File: src/rtl/rgb_frame_capture.sv
// rgb_frame_capture: samples an RGB565 video bus qualified by DE/VSYNC and
// rebuilds pixel/line coordinates. It crops a fixed window, converts each
// cropped pixel to 8-bit gray and streams it to a frame-buffer write port.
// Frame statistics and a frame_done pulse are reported per captured frame.
module rgb_frame_capture #(
  parameter int IMG_W    = 390,
  parameter int IMG_H    = 240,
  parameter int X_OFFSET = 205,
  parameter int Y_OFFSET = 120,
  parameter int VS_POL   = 1,
  parameter int ADDR_W   = 17
) (
  input  logic              PixelClk,
  input  logic              nRST,
  input  logic              capture_en,
  input  logic              LCD_DE,
  input  logic              LCD_VSYNC,
  input  logic [4:0]        LCD_R,
  input  logic [5:0]        LCD_G,
  input  logic [4:0]        LCD_B,
  output logic              wr_en,
  output logic [ADDR_W-1:0] wr_addr,
  output logic [7:0]        wr_data,
  output logic              frame_done,
  output logic [10:0]       frame_width,
  output logic [10:0]       frame_height,
  output logic              busy
);

  localparam logic        VS_LVL = 1'(VS_POL);
  localparam logic [10:0] X_LO   = 11'(X_OFFSET);
  localparam logic [10:0] X_HI   = 11'(X_OFFSET + IMG_W);
  localparam logic [10:0] Y_LO   = 11'(Y_OFFSET);
  localparam logic [10:0] Y_HI   = 11'(Y_OFFSET + IMG_H);

  typedef enum logic [1:0] {S_IDLE, S_SYNC, S_CAPTURE} state_t;

  state_t r_state, w_state_nxt;

  logic              r_de, r_de_d, r_vs, r_vs_d;
  logic [4:0]        r_r, r_b;
  logic [5:0]        r_g;
  logic [10:0]       r_x, r_y, r_line_w;
  logic [ADDR_W-1:0] r_addr;
  logic [10:0]       r_frame_w, r_frame_h;

  // vld/done/addr travel three stages so they line up with the gray result
  logic [2:0]             r_vld_pipe, r_done_pipe;
  logic [2:0][ADDR_W-1:0] r_addr_pipe;
  logic [15:0]            r_pr, r_pg, r_pb;
  logic [7:0]             r_gray1, r_gray2;

  logic        w_vs_start, w_de_fall, w_in_win, w_wr, w_frame_end;
  logic [7:0]  w_r8, w_g8, w_b8;
  logic [15:0] w_sum;

  assign w_vs_start = (r_vs == VS_LVL) && (r_vs_d != VS_LVL);
  assign w_de_fall  = r_de_d & ~r_de;
  assign w_in_win   = r_de && (r_x >= X_LO) && (r_x < X_HI) &&
                      (r_y >= Y_LO) && (r_y < Y_HI);
  assign w_wr       = w_in_win && (r_state == S_CAPTURE);

  // bit replication spreads 5/6-bit channels over the full 8-bit range
  assign w_r8  = {r_r, r_r[4:2]};
  assign w_g8  = {r_g, r_g[5:4]};
  assign w_b8  = {r_b, r_b[4:2]};
  assign w_sum = r_pr + r_pg + r_pb;

  assign wr_en        = r_vld_pipe[2];
  assign wr_addr      = r_addr_pipe[2];
  assign wr_data      = r_gray2;
  assign frame_done   = r_done_pipe[2];
  assign frame_width  = r_frame_w;
  assign frame_height = r_frame_h;
  assign busy         = (r_state != S_IDLE);

  // input stage: one register on every video pin, plus delayed copies for edges
  always_ff @(posedge PixelClk or negedge nRST) begin
    if (!nRST) begin
      r_de   <= 1'b0;
      r_de_d <= 1'b0;
      r_vs   <= 1'b0;
      r_vs_d <= 1'b0;
      r_r    <= '0;
      r_g    <= '0;
      r_b    <= '0;
    end else begin
      r_de   <= LCD_DE;
      r_de_d <= r_de;
      r_vs   <= LCD_VSYNC;
      r_vs_d <= r_vs;
      r_r    <= LCD_R;
      r_g    <= LCD_G;
      r_b    <= LCD_B;
    end
  end

  // pixel/line coordinates and the running frame-buffer address
  always_ff @(posedge PixelClk or negedge nRST) begin
    if (!nRST) begin
      r_x      <= '0;
      r_y      <= '0;
      r_line_w <= '0;
      r_addr   <= '0;
    end else begin
      if (w_de_fall) begin
        r_x      <= '0;
        r_line_w <= r_x;
      end else if (r_de) begin
        r_x <= r_x + 11'd1;
      end
      // vsync wins over a coincident line end
      if (w_vs_start)     r_y <= '0;
      else if (w_de_fall) r_y <= r_y + 11'd1;
      if (w_vs_start)     r_addr <= '0;
      else if (w_wr)      r_addr <= r_addr + ADDR_W'(1);
    end
  end

  // state register
  always_ff @(posedge PixelClk or negedge nRST) begin
    if (!nRST) r_state <= S_IDLE;
    else       r_state <= w_state_nxt;
  end

  // next state; a frame only ends on vsync while capturing
  always_comb begin
    w_state_nxt = r_state;
    w_frame_end = 1'b0;
    case (r_state)
      S_IDLE:    if (capture_en) w_state_nxt = S_SYNC;
      S_SYNC:    if (w_vs_start) w_state_nxt = S_CAPTURE;
      S_CAPTURE: if (w_vs_start) begin
        w_frame_end = 1'b1;
        if (!capture_en) w_state_nxt = S_IDLE;
      end
      default:   w_state_nxt = S_IDLE;
    endcase
  end

  // frame statistics latched at the vsync that closes a captured frame
  always_ff @(posedge PixelClk or negedge nRST) begin
    if (!nRST) begin
      r_frame_w <= '0;
      r_frame_h <= '0;
    end else if (w_frame_end) begin
      r_frame_h <= r_y + 11'(w_de_fall);
      r_frame_w <= w_de_fall ? r_x : r_line_w;
    end
  end

  // 3-stage write pipeline: products, weighted sum, output register
  always_ff @(posedge PixelClk or negedge nRST) begin
    if (!nRST) begin
      r_vld_pipe  <= '0;
      r_done_pipe <= '0;
      r_addr_pipe <= '0;
      r_pr        <= '0;
      r_pg        <= '0;
      r_pb        <= '0;
      r_gray1     <= '0;
      r_gray2     <= '0;
    end else begin
      r_vld_pipe  <= {r_vld_pipe[1:0], w_wr};
      r_done_pipe <= {r_done_pipe[1:0], w_frame_end};
      r_addr_pipe <= {r_addr_pipe[1:0], r_addr};
      r_pr        <= {8'd0, w_r8} * 16'd77;
      r_pg        <= {8'd0, w_g8} * 16'd150;
      r_pb        <= {8'd0, w_b8} * 16'd29;
      r_gray1     <= w_sum[15:8];
      r_gray2     <= r_gray1;
    end
  end

endmodule

File: config.mk
export PLATFORM = sky130hd
export DESIGN_NAME = rgb_frame_capture
export DESIGN_NICKNAME = d
export VERILOG_FILES = /design/src/rtl/rgb_frame_capture.sv
export SDC_FILE = /design/constraint.sdc
export NUM_CORES = 1
export LEC_CHECK = 0
export ABC_AREA = 1
export CAP_MARGIN = 20
export CORE_MARGIN = 5
export CORE_UTILIZATION = 55
export CTS_CLUSTER_SIZE = 30
export DETAILED_ROUTE_END_ITERATION = 16
export GPL_ROUTABILITY_DRIVEN = 0
export PLACE_DENSITY = 0.74
export SETUP_SLACK_MARGIN = 0.02
export SLEW_MARGIN = 20
export SYNTH_ARGS = -nofsm -noshare
export SYNTH_HDL_FRONTEND = slang
export SYNTH_SLANG_ARGS = --single-unit
File: constraint.sdc
create_clock -name PixelClk -period 3.9 [get_ports PixelClk]
set_input_delay 0.78 -clock PixelClk [delete_from_list [all_inputs] [get_ports PixelClk]]
set_output_delay 0.78 -clock PixelClk [all_outputs]
set_load 0.005 [all_outputs]
# Word level (Yosys, flattened, before mapping)
# Index checks and enable logic that the tools add are counted.
# totals
reg_bits,210
input_bits,21
output_inout_bits,50
word_cells,72
# op_classes
addsub,6
n_mul,3
magnitude_cmp,4
n_eq_ne,6
muxes,14
bitwise_logic,3
n_reduce_logical,12
# op_table
cell,n
two-way mux 11 bit,5
two-way mux 17 bit,2
multiplier 8 x 7 -> 15 bit (second input constant),2
adder 11 x 1 -> 11 bit (second input constant),2
adder 17 x 1 -> 17 bit (second input constant),1
adder 15 x 16 -> 16 bit,1
adder 16 x 13 -> 16 bit,1
multiplier 8 x 5 -> 13 bit (second input constant),1
adder 11 x 1 -> 11 bit,1
greater-or-equal comparator 11 x 7 -> 1 bit (second input constant),1
greater-or-equal comparator 11 x 8 -> 1 bit (second input constant),1
< comparator 11 x 10 -> 1 bit (second input constant),1
< comparator 11 x 9 -> 1 bit (second input constant),1
two-way mux 2 bit,4
!= test 2 bit (second input constant),4
nonzero test 2 bit,4
logical AND 1 bit,6
one-hot mux 2 bit (3 select lines),1
AND reduction 4 bit,1
== test 2 x 1 -> 1 bit (second input constant),1
== test 2 bit (second input constant),1
logical NOT 2 bit,1
two-way mux 1 bit,2
NOT 1 bit,2
bitwise AND 1 bit,1

# Logic depth before layout (Yosys ltp)
# Gate-level depths: netlist (run 1).
# logic_depth
ltp_word,8
depth_mapped,16

# Worst setup path after synthesis (run 1)
# OpenSTA, ideal clock, no wires.
# synth_timing
path_type,register -> register
from,register r_r[2]
to,register r_pr[12]
t_arrival_ns,2.950
slack_ns,0.825
path_stages_with_launch,15
n_path_buf,0
path_cell_list,dfrtp_1 -> ha_1 -> ha_1 -> inv_1 -> fa_1 -> fa_1 -> inv_1 -> ha_1 -> nand2_1 -> a21oi_1 -> nor2_1 -> nand2_1 -> nand2_1 -> nand2_1 -> xor2_1
# synth_via
elab_chain_cells,1
# synth_rtl
item,line_no,text
"start, declared",41,"logic [4:0] r_r, r_b;"
"start signal, assigned",84,r_r <= '0;
"start signal, assigned",92,r_r <= LCD_R;
multiplier 8 x 7 -> 15 bit,167,"r_pr <= {8'd0, w_r8} * 16'd77;"
"end signal, assigned",167,
"end, declared",50,"logic [15:0] r_pr, r_pg, r_pb;"
# No other way between the ends.
# A chain may end at the register's enable or synchronous reset.

# Worst setup path after layout (run 1)
# Ends and elaborated chain as after synthesis.

==> results.sh, run 1 <==
export IMPL_die_h_um=153
export IMPL_vias=7758
export IMPL_cp_required_ns=4.33
export IMPL_synth_commonest_cells="255 x nand2_1, 210 x dfrtp_1, 148 x inv_1"
export IMPL_cts_max_path_buffers=3
export IMPL_crit_slowest_cell="fa_1"
export IMPL_dp_cells=1487
export IMPL_rows=52
export IMPL_ant_nets=0
export IMPL_synth_top_area_cell="dfrtp_1"
export IMPL_reg2reg_from="r_r[2]$_DFF_PN0_"
export IMPL_dieArea_um2=23500
export IMPL_start_util=0.557
export IMPL_grt_pass1_wl_um=36700
export IMPL_power_w=0.00799
export IMPL_antenna_found_initial=0
export IMPL_cts_root_buf="clkbuf_16"
export IMPL_r2r_worst_path_cells=14
export IMPL_grt_max_degree=75
export IMPL_critPathCaptureType="register"
export IMPL_final_cells=1525
export IMPL_period_needed_ns=3.30
export IMPL_cts_resized_gates=0
export IMPL_crit_fanout=7
export IMPL_outcome="finished clean"
export IMPL_cts_tree="built"
export IMPL_p_leak_nw=6.62
export IMPL_r2r_end="r_pr[12]$_DFF_PN0_"
export IMPL_setup_worst_path_start_class="register"
export IMPL_critPathBufInv=2
export IMPL_tightest_slew_ns=0.994
export IMPL_synth_nets=1351
export IMPL_fin_nets=1417
export IMPL_ys_ff_latch=210
export IMPL_finalSetupTns_ns=0
export IMPL_worstHoldPathType="in2async"
export IMPL_synth_top_cell_area_share=0.466
export IMPL_hpwl_um=15800
export IMPL_yosysMostFrequentCell="nand2_1"
export IMPL_via_per_inst=5.09
export IMPL_finalSetupViolations=0
export IMPL_worst_hold_slack_ns=0.278
export IMPL_path_class="reg2reg"
export IMPL_grt_total_usage=0.186
export IMPL_post_cts_setup_buffers=0
export IMPL_routed_wl_um=21100
export IMPL_cts_sinks=210
export IMPL_async_reset_ff_frac=1.00
export IMPL_clkTransAtPathRegs_ns=0.06
export IMPL_overflow=0
export IMPL_synth_area_um2=11300
export IMPL_ir_drop_mv=0.493
export IMPL_maxSlewHeadroom=0.336
export IMPL_core_um2=20200
export IMPL_arrival_ns=3.73
export IMPL_hold_viol=0
export IMPL_route_detailed_drc=0
export IMPL_synth_edf_count=0
export IMPL_clock_latency_ns=0.50
export IMPL_io_pins=71
export IMPL_critical_path_max_stage_delay_ns=0.51
export IMPL_rsz0062_at_grt="false"
export IMPL_synthTopCellsByArea="dfrtp_1 47%, ha_1 13%, nand2_1 8.5%, fa_1 6.6%, inv_1 4.9%"
export IMPL_crit_top_cell="nand2_1"
export IMPL_netlist_instances=1175
export IMPL_htreeDepth=1
export IMPL_grt_pass1_vias=7702
export IMPL_synthFlopType="dfrtp_1"
export IMPL_drv_slew=0
export IMPL_cts_buffers=22
export IMPL_place_ws_ns=0.608
export IMPL_path_cells="ha_1, ha_1, inv_1, fa_1, fa_1, inv_1, ha_1, nand2_1, a21oi_1, nor2_1, nand2_1, nand2_1, nand2_1, xor2_1"
export IMPL_wire_per_inst_um=13.9
export IMPL_ys_seq_area_frac=0.466
export IMPL_max_freq_mhz=303
export IMPL_fin_ws_ns=0.601
export IMPL_area_growth_pct=13.9
export IMPL_crit_family="adder cells"
export IMPL_synth_avg_cell_area_um2=9.60
export IMPL_io_buffers=70
export IMPL_layout_drive_gt1_share=0.0438
export IMPL_period_share=0.846
export IMPL_first_pass_iters=5
export IMPL_diodes=0
export IMPL_die_w_um=153
export IMPL_power_density_nw_per_um2=622
export IMPL_regToRegSetupSlack_ns=0.60
export IMPL_yosysWarnings=0
export IMPL_skew_ns=0.0191
export IMPL_cts_hold_buffers=0
export IMPL_synth_distinct_cells=38
export IMPL_first_iter_violations=508
export IMPL_max_cap_violations=0
stage by stage:
step / area (um^2) / utilization
2_1_floorplan: 11300 / -
3_3_place_gp: 12100 / 0.599
3_5_place_dp: 12100 / 0.599
4_1_cts: 12800 / 0.634
5_1_grt: 12800 / 0.634
6_report: 12800 / 0.634
worst max path at each step:
stage | start | end | slack, ns | depth (start not counted)
final | r_r[2]$_DFF_PN0_ | r_pr[12]$_DFF_PN0_ | 0.60 | 14
after global routing | r_r[2]$_DFF_PN0_ | r_pr[12]$_DFF_PN0_ | 0.37 | 14
after CTS | r_r[2]$_DFF_PN0_ | r_pr[12]$_DFF_PN0_ | 0.59 | 14
after detailed placement | r_r[2]$_DFF_PN0_ | r_pr[12]$_DFF_PN0_ | 0.61 | 14
after global placement | r_r[2]$_DFF_PN0_ | r_pr[12]$_DFF_PN0_ | 0.70 | 14
after floorplan | r_r[2]$_DFF_PN0_ | r_pr[12]$_DFF_PN0_ | 0.82 | 14
layout make-up:
class / count / area [um^2]
Inverter: 150 / 563
Timing Repair Buffer: 74 / 747
Fill cell: 1619 / 7400
Multi-Input combinational cell: 783 / 5230
Tap cell: 270 / 338
Clock inverter: 8 / 77.6
Clock buffer: 30 / 632
Sequential cell: 210 / 5260
placed cells by master, fill, tap and decap left out, drive strengths merged, types with 14 or more instances in the layout:
| cell type | n |
|---|---|
| ha | 118 |
| dfrtp | 210 |
| xnor2 | 14 |
| fa | 37 |
| nand3 | 87 |
| xor2 | 30 |
| nand2 | 260 |
| clkdlybuf4s50 | 69 |
| o21ai | 50 |
| a21oi | 45 |
| inv | 151 |
| clkbuf | 31 |
| nor2 | 91 |
kinds of logic (layout without fill, tap and decap cells):
family / Yosys count / count (layout) / share of synthesized area
fa+ha+maj: 155 / 155 / 0.197
simple gates: 467 / 467 / 0.176
buf+inv: 182 / 262 / 0.0705
flops: 210 / 210 / 0.466
xor+xnor: 44 / 44 / 0.0342
compound gates: 117 / 117 / 0.0564
flip-flops by register name, summed over array words and instances (netlist names), 13 cells and up:
| signal | count |
|---|---|
| r_addr | 17 |
| r_addr_pipe | 34 |
| r_pb | 13 |
| r_pg | 15 |
| r_pr | 15 |
| wr_addr | 17 |
layer usage:
| layer | routed length (um) | up-vias | track usage |
|---|---|---|---|
| li1 | - | 3903 | - |
| met1 | 9850 | 3671 | 0.262 |
| met2 | 10000 | 150 | 0.305 |
| met3 | 859 | 34 | 0.0277 |
| met5 | 0 | - | 0 |
| met4 | 404 | 0 | 0.0479 |
worst reg2reg max path: stages (launching register included):
cell and delay [ns]:
dfrtp_1 0.48, ha_1 0.33, ha_1 0.28, inv_1 0.05, fa_1 0.50, fa_1 0.51
inv_1 0.04, ha_1 0.35, nand2_1 0.10, a21oi_1 0.15, nor2_1 0.05, nand2_1 0.10
nand2_1 0.06, nand2_1 0.08, xor2_1 0.14
where the power goes:
group	internal, W	switching, W	total (W)	leakage, nW
logic	0.00131	0.00192	0.00323	3.53
clock network	0.00120	0.000827	0.00203	0.345
registers	0.00253	0.000199	0.00272	2.74
total	0.00504	0.00295	0.00799	6.62
Power figures use the tool's default switching activity.
==> inputs of run 2 (changes only) <==
clock period = 3.05 ns   (was 3.9 ns; I/O delays follow)
==> results.sh, run 2 (synthesis gave the netlist of run 1 again) <==
export IMPL_largest_reg_flops=34
export IMPL_cts_sinks=210
export IMPL_diodes=0
export IMPL_die_h_um=153
export IMPL_drv_slew=0
export IMPL_layout_drive_gt1_share=0.117
export IMPL_rows=52
export IMPL_cts_buffers=23
export IMPL_grt_pass1_wl_um=37700
export IMPL_dp_cells=1511
export IMPL_rsz0062_at_grt="true"
export IMPL_period_needed_ns=3.01
export IMPL_path_class="reg2reg"
export IMPL_fin_nets=1448
export IMPL_cts_max_path_buffers=3
export IMPL_htreeDepth=1
export IMPL_clkTransAtPathRegs_ns=0.06
export IMPL_io_buffers=70
export IMPL_hpwl_um=16200
export IMPL_dieArea_um2=23500
export IMPL_grt_max_degree=74
export IMPL_routed_wl_um=22300
export IMPL_max_cap_violations=0
export IMPL_crit_slowest_cell="fa_1"
export IMPL_p_leak_nw=6.83
export IMPL_final_util=0.666
export IMPL_io_pins=71
export IMPL_critPathCaptureType="register"
export IMPL_final_common_cell="nand2_1"
export IMPL_ir_drop_mv=0.635
export IMPL_finalSetupViolations=0
export IMPL_outcome="finished clean"
export IMPL_vias=8052
export IMPL_ant_nets=0
export IMPL_path_cells="ha_4, ha_4, inv_2, fa_1, inv_2, fa_1, ha_4, nand2_2, nor2_1, nand2_1, nand3_2, nand2_2, nand2_1, nand2_1, nand2_1"
export IMPL_skew_ns=0.0142
export IMPL_first_pass_iters=5
export IMPL_core_um2=20200
export IMPL_fin_ws_ns=0.0372
export IMPL_wire_per_inst_um=14.3
export IMPL_power_density_nw_per_um2=802
export IMPL_arrival_ns=3.41
export IMPL_worstHoldPathType="in2async"
export IMPL_final_cell_mix="246 x nand2_1, 203 x dfrtp_1, 143 x inv_1"
export IMPL_antenna_found_initial=0
export IMPL_final_cells=1557
export IMPL_cp_required_ns=3.45
export IMPL_tightest_slew_ns=0.696
export IMPL_route_detailed_drc=0
export IMPL_die_w_um=153
export IMPL_cts_root_buf="clkbuf_16"
export IMPL_clock_latency_ns=0.51
export IMPL_critical_path_max_stage_delay_ns=0.59
export IMPL_place_ws_ns=-0.0657
export IMPL_max_freq_mhz=332
export IMPL_grt_total_usage=0.190
export IMPL_start_util=0.557
export IMPL_maxSlewHeadroom=0.535
export IMPL_area_growth_pct=19.5
export IMPL_hold_viol=0
export IMPL_regMostFlops="r_addr_pipe"
export IMPL_period_share=0.988
export IMPL_cts_tree="built"
export IMPL_grt_pass1_vias=7847
export IMPL_first_iter_violations=442
export IMPL_crit_fanout=4
export IMPL_overflow=0
export IMPL_crit_top_cell="nand2_1"
export IMPL_setup_worst_path_start_class="register"
export IMPL_via_per_inst=5.17
run 2: cell types whose count changed in the layout (fill, tap and decap cells not counted), moves of 6 or more:
| cell | previous run | this run |
|---|---|---|
| dfrtp_2 | 0 | 7 |
| ha_4 | 0 | 15 |
| dfrtp_1 | 210 | 203 |
| a21oi_2 | 0 | 8 |
| o21ai_0 | 44 | 38 |
| buf_4 | 3 | 31 |
| nand2_2 | 4 | 12 |
| nand2_1 | 255 | 246 |
| a21oi_1 | 45 | 36 |
| ha_1 | 118 | 100 |
run 2: area by class of cell:
type / count / area [um^2]
fillers: 1484 / 6760
multi-input cells: 783 / 5540
flip-flops and latches: 210 / 5260
repair buffers: 104 / 988
clock buffers: 29 / 638
inverters: 150 / 563
well taps: 270 / 338
clock inverters: 11 / 141
run 2: final timing paths:
| kind | to | startpoint | slack, ns | cells after the start |
|---|---|---|---|---|
| max in group asynchronous | r_addr[5]$_DFFE_PN0P_ | nRST | 2.19 | 2 |
| min in group PixelClk | wr_addr[3]$_DFF_PN0_ | r_addr_pipe[20]$_DFF_PN0_ | 0.34 | 0 |
| hold reg to reg | wr_addr[3]$_DFF_PN0_ | r_addr_pipe[20]$_DFF_PN0_ | 0.34 | 0 |
| setup reg to reg | r_pg[14]$_DFF_PN0_ | r_g[4]$_DFF_PN0_ | 0.04 | 15 |
| setup / recovery | r_pg[14]$_DFF_PN0_ | r_g[4]$_DFF_PN0_ | 0.04 | 15 |
| hold / removal | r_done_pipe[1]$_DFF_PN0_ | nRST | 0.13 | 1 |
run 2: where the power goes:
part	leakage (nW)	total [W]	internal [W]	switching, W
registers	2.74	0.00348	0.00323	0.000252
clock network	0.390	0.00282	0.00173	0.00109
logic	3.71	0.00449	0.00189	0.00260
total	6.83	0.0108	0.00685	0.00394
run 2: stage by stage:
stage / TNS [ns] / total power (W) / hold slack, ns / area, um^2
2_1_floorplan: 0 / 0.00647 / 0.314 / 11300
3_3_place_gp: 0 / 0.00758 / 0.333 / 12300
3_5_place_dp: -0.340 / 0.00767 / 0.335 / 12300
4_1_cts: 0 / 0.0107 / 0.140 / 13200
5_1_grt: -0.289 / 0.0117 / 0.179 / 13500
6_report: 0 / 0.0108 / 0.129 / 13500
run 2: what timing repair did:
item / 4_1_cts / 5_1_grt
gates resized for setup: 13 / 54
pin swaps: 6 / 23
hold buffers: 0 / 0
setup endpoints to repair: 13 / 19
setup buffers: 2 / 4
cloned: 0 / 0
run 2: per-layer routing:
layer	global-route usage	share of wire	vias up
met5	0	0	-
met4	0.0573	0.027	0
met3	0.0274	0.047	45
met2	0.312	0.48	185
met1	0.263	0.44	3860
li1	-	-	3962
run 2: worst max-delay path: cells and delay by family, from the launching register on:
kind          cells  cell delay (ns)
fa+ha+maj         5             1.82
buf+inv           2             0.07
flops             1             0.42
simple gates      8             0.59
